<file path="config.mk">
export PLATFORM = sky130hd
export DESIGN_NAME = node_run_controller
export DESIGN_NICKNAME = d
export VERILOG_FILES = /design/src/rtl/node_run_controller.sv
export SDC_FILE = /design/constraint.sdc
export NUM_CORES = 1
export LEC_CHECK = 0
export ABC_AREA = 1
export CORE_MARGIN = 2
export CORE_UTILIZATION = 40
export DETAILED_ROUTE_END_ITERATION = 7
export HOLD_SLACK_MARGIN = 0.08
export SETUP_SLACK_MARGIN = 0.4
export SLEW_MARGIN = 30
export SYNTH_ARGS = -nofsm -noshare
export SYNTH_HDL_FRONTEND = slang
export SYNTH_SLANG_ARGS = --single-unit
export TNS_END_PERCENT = 5
</file>
<file path="constraint.sdc">
create_clock -name clk_50M -period 2.8 [get_ports clk_50M]
set_input_delay 0.28 -clock clk_50M [delete_from_list [all_inputs] [get_ports clk_50M]]
set_output_delay 0.28 -clock clk_50M [all_outputs]
set_load 0.01 [all_outputs]
</file>
<file path="src/rtl/node_run_controller.sv">
// node_run_controller: sequences one path-traversal run from the toggled run
// level. It synchronises run_req, issues a start pulse, counts node_reached
// events against the latched path length and raises a per-node watchdog fault.
module node_run_controller #(
    parameter int unsigned SYNC_STAGES    = 2,
    parameter int unsigned TIMEOUT_CYCLES = 50_000_000,
    parameter int unsigned TMR_W          = 26
) (
    input  logic       clk_50M,
    input  logic       rst,
    input  logic       run_req,
    input  logic [5:0] num_nodes,
    input  logic       node_reached,
    output logic       start_pulse,
    output logic       run_active,
    output logic [5:0] node_idx,
    output logic       run_done,
    output logic       timeout_err
);

    typedef enum logic [2:0] {
        IDLE,
        START,
        RUN,
        DONE,
        FAULT
    } state_t;

    state_t                 state_q, state_d;
    logic [SYNC_STAGES-1:0] sync_q, sync_d;
    logic                   req_dly_q, req_dly_d;
    logic [5:0]             n_tgt_q, n_tgt_d;
    logic [5:0]             node_idx_q, node_idx_d;
    logic [TMR_W-1:0]       timer_q, timer_d;
    logic                   start_pulse_q, run_active_q, run_done_q, timeout_err_q;

    logic req_s;
    logic req_rise;
    logic req_fall;

    assign req_s    = sync_q[SYNC_STAGES-1];
    assign req_rise = req_s & ~req_dly_q;
    assign req_fall = ~req_s & req_dly_q;

    // Synchroniser shift and edge-detect delay
    always_comb begin
        sync_d    = {sync_q[SYNC_STAGES-2:0], run_req};
        req_dly_d = req_s;
    end

    // Run sequencing: next state, node counter, watchdog timer
    always_comb begin
        state_d    = state_q;
        n_tgt_d    = n_tgt_q;
        node_idx_d = node_idx_q;
        timer_d    = timer_q;

        case (state_q)
            IDLE: begin
                if (req_rise) begin
                    state_d    = START;
                    n_tgt_d    = num_nodes;
                    node_idx_d = '0;
                end
            end
            START: begin
                timer_d = '0;
                state_d = (n_tgt_q == 6'd0) ? DONE : RUN;
            end
            RUN: begin
                if (node_reached) begin
                    node_idx_d = node_idx_q + 6'd1;
                    timer_d    = '0;
                    if (node_idx_q + 6'd1 == n_tgt_q) begin
                        state_d = DONE;
                    end
                end else if (timer_q == TMR_W'(TIMEOUT_CYCLES - 1)) begin
                    state_d = FAULT;
                end else begin
                    timer_d = timer_q + TMR_W'(1);
                end
            end
            default: ;
        endcase

        // A dropped request aborts any active run and outranks node events
        if (state_q != IDLE && req_fall) begin
            state_d    = IDLE;
            node_idx_d = '0;
            timer_d    = '0;
        end
    end

    // State, datapath and registered output flops
    always_ff @(posedge clk_50M) begin
        if (rst) begin
            state_q       <= IDLE;
            sync_q        <= '0;
            req_dly_q     <= 1'b0;
            n_tgt_q       <= '0;
            node_idx_q    <= '0;
            timer_q       <= '0;
            start_pulse_q <= 1'b0;
            run_active_q  <= 1'b0;
            run_done_q    <= 1'b0;
            timeout_err_q <= 1'b0;
        end else begin
            state_q       <= state_d;
            sync_q        <= sync_d;
            req_dly_q     <= req_dly_d;
            n_tgt_q       <= n_tgt_d;
            node_idx_q    <= node_idx_d;
            timer_q       <= timer_d;
            start_pulse_q <= (state_d == START);
            run_active_q  <= (state_d == RUN);
            run_done_q    <= (state_d == DONE);
            timeout_err_q <= (state_d == FAULT);
        end
    end

    assign start_pulse = start_pulse_q;
    assign run_active  = run_active_q;
    assign node_idx    = node_idx_q;
    assign run_done    = run_done_q;
    assign timeout_err = timeout_err_q;

endmodule

</file>
Word-level counts from Yosys, hierarchy flattened
Cells that the tools add are included.

Output and inout port bits: 10. Word-level logic and storage cells: 50. Input port bits: 10. Register bits: 48.

Add/subtract/negate cells: 2. Mux-type cells: 13. Bitwise logic cells: 4. Reductions and logical operators: 10. Equality and inequality tests: 11.

Operators with widths (number): 2-to-1 mux 26 bit (2); one-hot mux 26 bit (2 select lines) (1); adder 26 x 1 -> 26 bit (second input constant) (1); == test 26 bit (second input constant) (1); 2-to-1 mux 3 bit (5); 2-to-1 mux 6 bit (2); one-hot mux 6 bit (2 select lines) (1); == test 3 x 2 -> 1 bit (second input constant) (3); one-hot mux 3 bit (3 select lines) (1); adder 6 x 1 -> 6 bit (second input constant) (1); == test 3 x 1 -> 1 bit (second input constant) (2); == test 6 bit (1); logical NOT 6 bit (1); != test 2 bit (second input constant) (2); AND reduction 2 bit (2); nonzero test 2 bit (2); == test 3 bit (second input constant) (1); logical NOT 3 bit (1); != test 3 bit (second input constant) (1); AND reduction 3 bit (1); nonzero test 3 bit (1); bitwise AND 1 bit (2); NOT 1 bit (2); OR reduction 2 bit (1); other kinds (2) (2).

Depth between registers and ports, before layout
Gate-level depths: netlist (run 1).

Depth after elaboration: 7. Mapped depth: 13. Depth with buffers taken out: 13.

Worst setup path after synthesis (run 1)
Ideal clock, no wire load.

Path type: reg2reg. Start: register timer_q[0]. End: register timer_q[18]. Arrival time: 1.527 ns. Setup time: 0.066 ns. Period minus slack after synthesis: 1.593 ns. Cell stages (with the launch flop): 11. Required time: 2.734 ns. Path buffers: 1. Setup slack: 1.207 ns. Cell sequence: dfxtp_1 -> ha_1 -> nand4_1 -> nor2_1 -> nand2_1 -> nand2_2 -> nand2_4 -> clkinv_4 -> buf_6 -> nand2_1 -> a21oi_2.

Cells in the longest elaborated chain, start to end: 4. Elaborated cells between the ends (all ways): 7. Those cells by class: add/sub (1); eq/ne (2); mux (3); reduce/logical (1).

Ends and longest elaborated chain: start, declared (line 34) `logic [TMR_W-1:0] timer_q, timer_d;`; start signal, assigned (line 113) `timer_q <= timer_d;`; adder 26 x 1 -> 26 bit (line 80) `timer_d = timer_q + TMR_W'(1);`; 2-to-1 mux 26 bit (line 77) `end else if (timer_q == TMR_W'(TIMEOUT_CYCLES - 1)) begin`; 2-to-1 mux 26 bit (line 71) `if (node_reached) begin`; one-hot mux 26 bit (2 select lines) (line 58) `case (state_q)`.

Several ways; a longest one is shown, not always the timed one. The select of a mux whose other input is x is not followed. A chain may end at the register's enable or synchronous reset.

Worst setup path in the final report (run 1)
Start: register timer_q[0]. End: register timer_q[17].

The elaborated chain is that of the path after synthesis.

==> results of run 1 <==
==> cell type report <==
type / count / area [um^2] / share of cell area (%)
inverters: 50 / 193 / 5.91
well taps: 96 / 120 / 3.69
repair buffers: 22 / 213 / 6.53
clock buffers: 5 / 68.8 / 2.11
clock inverters: 2 / 60.1 / 1.84
flip-flops and latches: 48 / 961 / 29.5
multi-input cells: 348 / 1640 / 50.4
==> registers in the layout, indices dropped and copies added (netlist names) <==
| register | count |
|---|---|
| req_dly_q | 1 |
| timeout_err | 1 |
| n_tgt_q | 6 |
| sync_q | 2 |
| run_done | 1 |
| node_idx | 6 |
| run_active | 1 |
| timer_q | 26 |
| state_q | 3 |
| start_pulse | 1 |
==> kinds of logic after synthesis <==
kind of cell / share of synthesized area, %
compound gates: 10.8
xor+xnor: 2.43
fa+ha+maj: 0.869
buf+inv: 9.56
flops: 33.4
simple gates: 43.0
==> stage by stage <==
step | setup slack, ns | util [%] | area (um^2) | std cells | hold slack, ns
after CTS | 0.764 | 47.4 | 3260 | 571 | 0.419
after detailed placement | 0.665 | 45.6 | 3130 | 564 | 0.404
after global placement | 0.713 | 45.6 | 3130 | 564 | 0.403
after floorplan | 1.21 | - | 2880 | 460 | 0.351
final | 0.739 | 47.4 | 3260 | 571 | 0.413
after global routing | 0.476 | 47.4 | 3260 | 571 | 0.435
==> cells in the mapped netlist <==
master                     instances
sky130_fd_sc_hd__o211ai_1          1
sky130_fd_sc_hd__a31oi_1           1
sky130_fd_sc_hd__nor4_1            2
sky130_fd_sc_hd__o21bai_1          3
sky130_fd_sc_hd__nor2_4            1
sky130_fd_sc_hd__clkbuf_1          5
sky130_fd_sc_hd__a21oi_2           9
sky130_fd_sc_hd__nand2_2           2
sky130_fd_sc_hd__nand3_2           1
sky130_fd_sc_hd__nand3b_1          1
sky130_fd_sc_hd__xor2_1            6
sky130_fd_sc_hd__nor2_2            4
sky130_fd_sc_hd__xnor2_1           2
sky130_fd_sc_hd__buf_6             3
sky130_fd_sc_hd__inv_1            47
sky130_fd_sc_hd__inv_2             2
sky130_fd_sc_hd__nor2_1           61
sky130_fd_sc_hd__nand2_4           1
sky130_fd_sc_hd__nand4_1          21
sky130_fd_sc_hd__nand2_1         139
sky130_fd_sc_hd__or2_2             4
sky130_fd_sc_hd__nor3_1            5
sky130_fd_sc_hd__a21oi_1          29
sky130_fd_sc_hd__dfxtp_1          48
sky130_fd_sc_hd__o21ai_0          10
sky130_fd_sc_hd__ha_1              2
sky130_fd_sc_hd__clkinv_4          1
sky130_fd_sc_hd__buf_2             6
sky130_fd_sc_hd__nand3_1          43
==> path summary, 6_finish.rpt <==
path | start | to | slack (ns) | depth (start not counted)
setup / recovery | timer_q[0] | timer_q[17] | 0.74 | 9
hold reg to reg | sync_q[0] | sync_q[1] | 0.41 | 2
setup reg to reg | timer_q[0] | timer_q[17] | 0.74 | 9
hold / removal | sync_q[0] | sync_q[1] | 0.41 | 2
==> where the power goes <==
group / total [uW] / internal, uW / switching [uW]
combinational: 566 / 155 / 411
clock: 601 / 352 / 249
sequential: 771 / 731 / 39.7
==> critical path: cells and delay by family (launching register included) <==
family / cells / cell delay [ns]
adder cells (fa/ha/maj): 1 / 0.33
AND/OR/NAND/NOR: 6 / 0.84
AO/OA/AOI/OAI: 1 / 0.14
buffers and inverters: 1 / 0.21
flip-flops: 1 / 0.46
==> metal layers <==
layer,wire length (um),vias to the layer above
li1,-,1518
met1,3440,1274
met4,91,0
met5,0,-
met2,3310,52
met3,214,9
==> results.py, run 1 <==
metrics = {
    "outcome": {
        "status": "finished clean",
    },
    "yosys": {
        "syn_area_mm2": 0.00288,
        "synthesis.instances": 460,
        "ys_top_cells_by_area": "sky130_fd_sc_hd__dfxtp_1 (33%), sky130_fd_sc_hd__nand2_1 (18%), sky130_fd_sc_hd__nor2_1 (8.0%)",
        "synthDominantAreaCellType": "sky130_fd_sc_hd__dfxtp_1",
        "post_synth_num_cell_types": 29,
        "yosys.area.top_type_share_pct": 33.4,
        "synth.yosys.warnings": 0,
        "synthesized_net_count": 472,
        "synth_seq_cells": 48,
        "seq_area_frac_synth_pct": 33.4,
        "syn-mean-instance-area_um2": 6.26,
    },
    "worst_setup_path": {
        "crit_top_cell": "sky130_fd_sc_hd__nand2_1",
        "crit_path_end_kind": "flip-flop",
        "crit_path_top_delay_cell": "sky130_fd_sc_hd__dfxtp_1",
        "critical_path_cell_sequence": "ha_1 > nand4_1 > nor2_1 > nand2_1 > nand2_2 > nand2_4 > clkinv_4 > nand2_1 > a21oi_2",
        "critPathLaunchType": "flip-flop",
        "path_class": "reg -> reg",
        "required_ns": 3.05,
        "critical_path.max_fanout": 25,
        "critPathArrivalTime_ns": 2.31,
        "cpPeakStageDelay_ns": 0.46,
    },
    "sta": {
        "highest_clock_rate_mhz": 485,
        "rsz_0062_raised_after_global_routing": "false",
        "worst_pin_slew_ns": 0.494,
        "hold_viol_final": 0,
        "slew_headroom_pct": 67.0,
        "setup_viol_count_final": 0,
        "timing.setup.tns_ns": 0,
        "layout_min_cycle_time_ns": 2.06,
        "layout_worst_path_cycle_share_pct": 73.6,
        "slew_viol_final": 0,
        "clock-skew-final_ns": 0.00850,
    },
    "final_layout": {
        "fill_cells": 744,
        "layout_common_cells": "sky130_fd_sc_hd__nand2_1 (139), sky130_fd_sc_hd__nor2_1 (61), sky130_fd_sc_hd__dfxtp_1 (48)",
        "final_nets": 487,
        "layout.cells.most_common": "sky130_fd_sc_hd__nand2_1",
        "insertedDiodeCount": 0,
        "drive_above_1_share_pct": 7.37,
        "layout-area-overhead-vs-synth_pct": 13.2,
    },
    "clock_tree": {
        "cts_hold_buffers": 0,
        "clock_sink_count": 48,
        "post_cts.repair.setup_buffers": 0,
        "cts.clk_slew.worst_paths_ns": 0.10,
        "numCtsBuffers": 5,
        "h-tree-depth": 2,
        "ctsResizeCount": 0,
        "clock_path_buffers": 2,
        "clockRootBuffer": "sky130_fd_sc_hd__clkbuf_8",
        "latest_clock_arrival_within_the_worst_skew_pair_ns": 0.31,
        "cts_tree": "done",
    },
    "routing": {
        "dr.first_iter.drc_count": 125,
        "avgRoutedWirePerCell_um": 12.3,
        "viasPerCell": 5.00,
        "detailroute.via_count": 2853,
        "drt.antenna.violating_nets": 0,
        "finalWirelength_um": 7050,
        "drtPass1Iterations": 4,
        "drt_drc_violations_left": 0,
    },
    "power_and_ir_drop": {
        "power_leakage_uw": 0.00112,
        "ir_drop_mv": 0.333,
        "power_uw": 1940,
        "power.density_mw_per_mm2": 595,
    },
    "grt": {
        "grt_util_met2_pct": 34.2,
        "globalRoute.busiestLayer": "met2",
        "globalRouteMet3Util_pct": 2.89,
        "grt_max_degree": 26,
        "met1_usage_pct": 26.4,
        "grtUsageTotal_pct": 20.0,
        "number_of_antenna_violations_at_the_first_check_in_global_routing": 0,
        "wire_length_of_the_first_global_routing_pass_um": 12600,
        "global_route.overflow_total": 0,
        "grt_pass1_vias": 2697,
    },
    "placed_design": {
        "gpl.final_weighted_congestion": 0.911,
        "io_buffer_count": 19,
        "dp_hpwl_um": 5140,
    },
    "floorplan": {
        "die_h_um": 88.8,
        "io-pin-count": 20,
        "floorplan.core_area_mm2": 0.00687,
        "die_area_mm2": 0.00789,
        "core.rowCount": 30,
        "initial_core_util_pct": 41.9,
        "die_width_um": 88.8,
    },
    "min_path": {
        "worst_hold_path_type": "reg -> reg",
    },
    "run": {
        "max_capacitance_violation_count": 0,
    },
}
No activity file was read; power rests on OpenSTA's default activity.
==> inputs of run 2 (changes only) <==
Clock period 2.8 ns to 1.8 ns, I/O delays scaled along.
==> run 2 against run 1 <==
Net effect: routed wire length rose by 10%; core utilization grew 6.0 points; critical endpoint is now timer_q[14]; largest cell class unchanged; setup slack got worse by 0.53 ns.
==> results.py, run 2 (synthesized netlist as in run 1, its figures left out) <==
metrics = {
    "outcome": {
        "status": "finished clean",
    },
    "routing": {
        "finalWirelength_um": 7790,
        "drtPass1Iterations": 4,
        "maxUsedRoutingLayer": "met4",
        "avgRoutedWirePerCell_um": 13.0,
        "drt_drc_violations_left": 0,
        "dr.first_iter.drc_count": 212,
        "routedLengthMet1_um": 3500,
        "detailroute.via_count": 3000,
        "drt.antenna.violating_nets": 0,
        "met2_length_um": 3830,
        "viasPerCell": 4.99,
        "wl_met3_um": 315,
    },
    "power_and_ir_drop": {
        "power_leakage_uw": 0.00128,
        "power.density_mw_per_mm2": 898,
        "power_uw": 3290,
        "ir_drop_mv": 0.531,
    },
    "sta": {
        "highest_clock_rate_mhz": 628,
        "slew_headroom_pct": 74.4,
        "worst_pin_slew_ns": 0.382,
        "timing.setup.tns_ns": 0,
        "hold_viol_final": 0,
        "layout_min_cycle_time_ns": 1.59,
        "layout_worst_path_cycle_share_pct": 88.5,
        "rsz_0062_raised_after_global_routing": "true",
        "finalWorstSetupSlack_ns": 0.208,
        "setup_viol_count_final": 0,
        "clock-skew-final_ns": 0.00909,
        "slew_viol_final": 0,
    },
    "clock_tree": {
        "cts.clk_slew.worst_paths_ns": 0.10,
        "cts_hold_buffers": 0,
        "latest_clock_arrival_within_the_worst_skew_pair_ns": 0.32,
        "cts_tree": "done",
        "clockRootBuffer": "sky130_fd_sc_hd__clkbuf_8",
        "clock_path_buffers": 2,
        "clock_sink_count": 48,
        "h-tree-depth": 2,
        "numCtsBuffers": 5,
    },
    "floorplan": {
        "die_h_um": 88.8,
        "die_width_um": 88.8,
        "die_area_mm2": 0.00789,
        "core.rowCount": 30,
        "io-pin-count": 20,
        "floorplan.core_area_mm2": 0.00687,
        "initial_core_util_pct": 41.9,
    },
    "worst_setup_path": {
        "crit_path_end_kind": "flip-flop",
        "critPathLaunchType": "flip-flop",
        "critPathArrivalTime_ns": 1.81,
        "worst_path_dominant_cell_family": "simple AND/OR/NAND/NOR gates",
        "cpPeakStageDelay_ns": 0.37,
        "path_class": "reg -> reg",
        "critical_path_cell_sequence": "ha_4 > nand4_1 > nor2_4 > nand2_2 > nand2_4 > nand2_8 > buf_8 > nand3_1 > a21oi_2",
        "worstRegToRegCells": 9,
        "worstPathBufferInverterCount": 1,
        "cp_num_cells": 9,
        "crit_path_top_delay_cell": "sky130_fd_sc_hd__dfxtp_4",
        "critical_path.max_fanout": 11,
        "required_ns": 2.01,
    },
    "grt": {
        "global_route.overflow_total": 0,
        "grtUsageTotal_pct": 20.9,
        "grt_pass1_vias": 2697,
        "number_of_antenna_violations_at_the_first_check_in_global_routing": 0,
        "grt_max_degree": 29,
        "wire_length_of_the_first_global_routing_pass_um": 12700,
    },
    "run": {
        "max_capacitance_violation_count": 0,
    },
    "final_layout": {
        "final_nets": 516,
        "layout_common_cells": "sky130_fd_sc_hd__nand2_1 (132), sky130_fd_sc_hd__nor2_1 (48), sky130_fd_sc_hd__inv_1 (45)",
        "largest_register_ff_count": 26,
        "largest_register": "timer_q",
        "drive_above_1_share_pct": 22.6,
        "insertedDiodeCount": 0,
        "layout.cells.most_common": "sky130_fd_sc_hd__nand2_1",
        "layout-area-overhead-vs-synth_pct": 27.4,
    },
    "placed_design": {
        "io_buffer_count": 19,
        "detailedPlace.worstSlack_ns": 0.00981,
        "gpl.final_weighted_congestion": 0.886,
        "dp_hpwl_um": 5420,
    },
    "min_path": {
        "number_of_instances_on_the_worst_hold_path": 3,
        "worst_hold_path_type": "in -> reg",
    },
}
## run 2: cell count changes in the layout (fill, tap and decap cells not counted), sizes merged
cell / before / now
inv: 49 / 50
clkinv: 1 / 2
buf: 3 / 30
bufinv: 2 / 1
nand2: 142 / 143
clkinvlp: 0 / 1
## run 2: final cells by class
class                           count  area (um^2)
Clock buffer                        5         68.8
Clock inverter                      3         42.5
Fill cell                         694         3200
Inverter                           50          200
Multi-Input combinational cell    349         1790
Sequential cell                    48         1000
Tap cell                           96          120
Timing Repair Buffer               49          435
Timing Repair inverter              1         11.3
## run 2: routing by layer
layer | vias to the layer above | track usage, %
li1 | 1570 | -
met1 | 1361 | 25.6
met2 | 58 | 36.0
met3 | 11 | 3.73
met4 | 0 | 8.68
met5 | - | 0
## run 2: report_power, final
| part | total [uW] | internal (uW) | switching, uW |
|---|---|---|---|
| registers | 1200 | 1140 | 55.4 |
| clock network | 814 | 412 | 402 |
| logic | 1280 | 441 | 841 |
## run 2: worst register-to-register path, cell delays in order, from the launching register on
cell	delay (ns)
sky130_fd_sc_hd__dfxtp_4	0.37
sky130_fd_sc_hd__ha_4	0.16
sky130_fd_sc_hd__nand4_1	0.18
sky130_fd_sc_hd__nor2_4	0.18
sky130_fd_sc_hd__nand2_2	0.09
sky130_fd_sc_hd__nand2_4	0.10
sky130_fd_sc_hd__nand2_8	0.10
sky130_fd_sc_hd__buf_8	0.18
sky130_fd_sc_hd__nand3_1	0.10
sky130_fd_sc_hd__a21oi_2	0.06
## run 2: final timing paths
check | from | to | slack (ns)
setup reg to reg | timer_q[0] | timer_q[14] | 0.21
hold reg to reg | sync_q[0] | sync_q[1] | 0.42
hold / removal | run_req | sync_q[0] | 0.37
setup / recovery | timer_q[0] | timer_q[14] | 0.21
## run 2: timing repair
action	4_1_cts	5_1_grt
pin swaps	2	15
setup endpoints to repair	48	51
resized for setup	15	43
cloned	2	0
setup buffers	3	7
## run 2: stage by stage
stage	area (um^2)	hold WS, ns	std cells	utilization, %
2_1_floorplan	2910	0.251	460	-
3_3_place_gp	3300	0.403	581	48.0
6_report	3670	0.373	601	53.4
4_1_cts	3500	0.371	594	50.9
3_5_place_dp	3300	0.410	581	48.0
5_1_grt	3670	0.384	601	53.4
==> inputs of run 3 (changes only) <==
Clock period 1.8 ns to 1.7 ns, I/O delays scaled along.
==> run 3 against run 2 <==
Net effect: die area did not move; critical path depth rose by 1; design area rose by 0.17%; largest cell class unchanged; highest routed layer unchanged; critical path type unchanged; flip-flop and latch count did not move.
==> results.py, run 3 (synthesized netlist as in run 1, its figures left out) <==
metrics = {
    "outcome": {
        "status": "finished clean",
    },
    "routing": {
        "viasPerCell": 5.17,
        "dr.first_iter.drc_count": 193,
        "drt_drc_violations_left": 0,
        "detailroute.via_count": 3121,
        "finalWirelength_um": 7870,
        "drtPass1Iterations": 5,
        "drt.antenna.violating_nets": 0,
        "wl_met3_um": 355,
        "met2_length_um": 3840,
        "routedLengthMet1_um": 3550,
        "maxUsedRoutingLayer": "met4",
        "avgRoutedWirePerCell_um": 13.0,
    },
    "worst_setup_path": {
        "critical_path.max_fanout": 9,
        "required_ns": 1.96,
        "critical_path_cell_sequence": "ha_4 > nand4_1 > nor2_2 > nand2_1 > nand2_2 > nand2_8 > buf_6 > nand3_1 > nand2_1 > nor2_1",
        "crit_path_top_delay_cell": "sky130_fd_sc_hd__dfxtp_4",
        "worstRegToRegCells": 10,
        "worst_path_dominant_cell_family": "simple AND/OR/NAND/NOR gates",
        "crit_top_cell": "sky130_fd_sc_hd__nand2_1",
        "cpPeakStageDelay_ns": 0.37,
        "r2r-end": "timer_q[25]",
        "timing.reg2reg.setup_slack_ns": 0.09,
        "path_class": "reg -> reg",
        "critPathLaunchType": "flip-flop",
        "crit_start": "timer_q[0]",
        "worstPathBufferInverterCount": 1,
        "critical_register_to_register_path_startpoint": "timer_q[0]",
        "critPathArrivalTime_ns": 1.87,
        "crit_path_end_kind": "flip-flop",
    },
    "sta": {
        "rsz_0062_raised_after_global_routing": "true",
        "hold_slack_ns": 0.378,
        "worst_pin_slew_ns": 0.359,
        "highest_clock_rate_mhz": 620,
        "hold_viol_final": 0,
        "clock-skew-final_ns": 0.0118,
        "slew_headroom_pct": 76.0,
        "finalWorstSetupSlack_ns": 0.0861,
        "layout_worst_path_cycle_share_pct": 94.9,
        "slew_viol_final": 0,
        "setup_viol_count_final": 0,
        "layout_min_cycle_time_ns": 1.61,
    },
    "run": {
        "max_capacitance_violation_count": 0,
    },
    "grt": {
        "global_route.overflow_total": 0,
        "grt_pass1_vias": 2867,
        "number_of_antenna_violations_at_the_first_check_in_global_routing": 0,
        "grt_max_degree": 29,
        "wire_length_of_the_first_global_routing_pass_um": 13000,
        "grtUsageTotal_pct": 21.1,
    },
    "placed_design": {
        "placement.cell_area_mm2": 0.00338,
        "dp_hpwl_um": 5560,
        "detailedPlace.worstSlack_ns": -0.0653,
        "post_place_cells": 587,
        "io_buffer_count": 19,
        "gpl.final_weighted_congestion": 0.890,
    },
    "min_path": {
        "timing.hold.worst.start": "run_req",
        "min_delay_worst_endpoint": "sync_q[0]",
        "worst_hold_path_type": "in -> reg",
        "number_of_instances_on_the_worst_hold_path": 3,
    },
    "power_and_ir_drop": {
        "p_comb_share_pct": 41.8,
        "power_leakage_uw": 0.00128,
        "ir_drop_mv": 0.591,
        "power.density_mw_per_mm2": 918,
        "power.switching_fraction_pct": 41.2,
        "p_int_uw": 1980,
        "seq_power_share_pct": 37.4,
        "switchingPower_uw": 1390,
        "power.share.clock_pct": 20.8,
    },
    "final_layout": {
        "area.sequential_mm2": 0.00101,
        "layout-area-overhead-vs-synth_pct": 27.6,
        "drive_above_1_share_pct": 24.4,
        "finished_cell_area_mm2": 0.00367,
        "final_nets": 519,
        "fill_cells": 700,
        "layout_common_cells": "sky130_fd_sc_hd__nand2_1 (122), sky130_fd_sc_hd__nor2_1 (55), sky130_fd_sc_hd__inv_1 (42)",
        "largest_register": "timer_q",
        "finalNonFillerCells": 604,
        "layout.cells.most_common": "sky130_fd_sc_hd__nand2_1",
        "multi_input_area_mm2": 0.00178,
        "largest_register_ff_count": 26,
        "insertedDiodeCount": 0,
    },
    "clock_tree": {
        "cts.clk_slew.worst_paths_ns": 0.10,
        "latest_clock_arrival_within_the_worst_skew_pair_ns": 0.31,
        "cts_tree": "done",
        "h-tree-depth": 2,
        "clockRootBuffer": "sky130_fd_sc_hd__clkbuf_8",
        "clock_path_buffers": 2,
        "clock_sink_count": 48,
        "numCtsBuffers": 5,
    },
    "floorplan": {
        "floorplan.core_area_mm2": 0.00687,
        "core.rowCount": 30,
        "die_width_um": 88.8,
        "die_area_mm2": 0.00789,
        "initial_core_util_pct": 41.9,
        "die_h_um": 88.8,
        "io-pin-count": 20,
    },
}
## run 3: changes by cell type in the layout (fill, tap and decap cells not counted), moves of 2 or more
cell                      previous run  this run
sky130_fd_sc_hd__nor2_1             48        55
sky130_fd_sc_hd__dfxtp_2            16        13
sky130_fd_sc_hd__inv_1              45        42
sky130_fd_sc_hd__buf_4              28        31
sky130_fd_sc_hd__nand3_1            41        39
sky130_fd_sc_hd__nor2_4              6         3
sky130_fd_sc_hd__nand2_2             8        18
sky130_fd_sc_hd__buf_6               0         2
sky130_fd_sc_hd__nand2_1           132       122
sky130_fd_sc_hd__nor2_2             12         8
sky130_fd_sc_hd__dfxtp_4             5         8
sky130_fd_sc_hd__nand3_2             3         5
## run 3: power groups by stage
stage,registers (uW),logic (uW),clock network (uW)
floorplan,1310,780,0
finish,1260,1410,701
global placement,1290,1120,0
CTS,1270,1170,720
detailed placement,1300,1120,0
global route,1270,1530,751
## run 3: worst reg2reg max path, stage by stage (launching register included)
cell and delay, ns:
sky130_fd_sc_hd__dfxtp_4 0.37, sky130_fd_sc_hd__ha_4 0.14, sky130_fd_sc_hd__nand4_1 0.15, sky130_fd_sc_hd__nor2_2 0.20, sky130_fd_sc_hd__nand2_1 0.09, sky130_fd_sc_hd__nand2_2 0.13
sky130_fd_sc_hd__nand2_8 0.11, sky130_fd_sc_hd__buf_6 0.17, sky130_fd_sc_hd__nand3_1 0.08, sky130_fd_sc_hd__nand2_1 0.05, sky130_fd_sc_hd__nor2_1 0.07
## run 3: stage by stage
step | TNS [ns] | utilization [%] | power [uW]
2_1_floorplan | 0 | - | 2090
3_3_place_gp | -0.00664 | 49.2 | 2410
3_5_place_dp | -0.821 | 49.2 | 2420
4_1_cts | 0 | 51.2 | 3160
5_1_grt | 0 | 53.5 | 3560
6_report | 0 | 53.5 | 3370
## run 3: worst max-delay path by stage
| stage | to | slack, ns | depth (start not counted) |
|---|---|---|---|
| finish | timer_q[25] | 0.09 | 10 |
| global route | timer_q[1] | 0.005 | 10 |
| CTS | timer_q[14] | 0.11 | 10 |
| detailed placement | timer_q[0] | -0.07 | 10 |
| global placement | timer_q[1] | -0.005 | 10 |
| floorplan | timer_q[24] | 0.30 | 10 |
## run 3: repair_timing
| action | 4_1_cts | 5_1_grt |
|---|---|---|
| setup endpoints to repair | 54 | 55 |
| buffers inserted | 3 | 5 |
| hold buffers | 0 | 0 |
| resized for setup | 11 | 36 |
| pin swaps | 2 | 13 |
| gates cloned | 0 | 1 |
## run 3: area by class of cell
class	count	area share [%]
tap	96	3.27
timing repair inverter	1	0.307
inverter	50	5.62
clock buffer	6	1.98
timing repair buffer	53	12.7
multi-input combinational	348	48.4
sequential	48	27.4
clock inverter	2	0.341
## run 3: metal layers
| metal | global-route usage [%] | vias to the layer above |
|---|---|---|
| li1 | - | 1571 |
| met1 | 26.7 | 1448 |
| met2 | 37.9 | 87 |
| met3 | 2.80 | 15 |
| met4 | 4.96 | 0 |
| met5 | 0 | - |
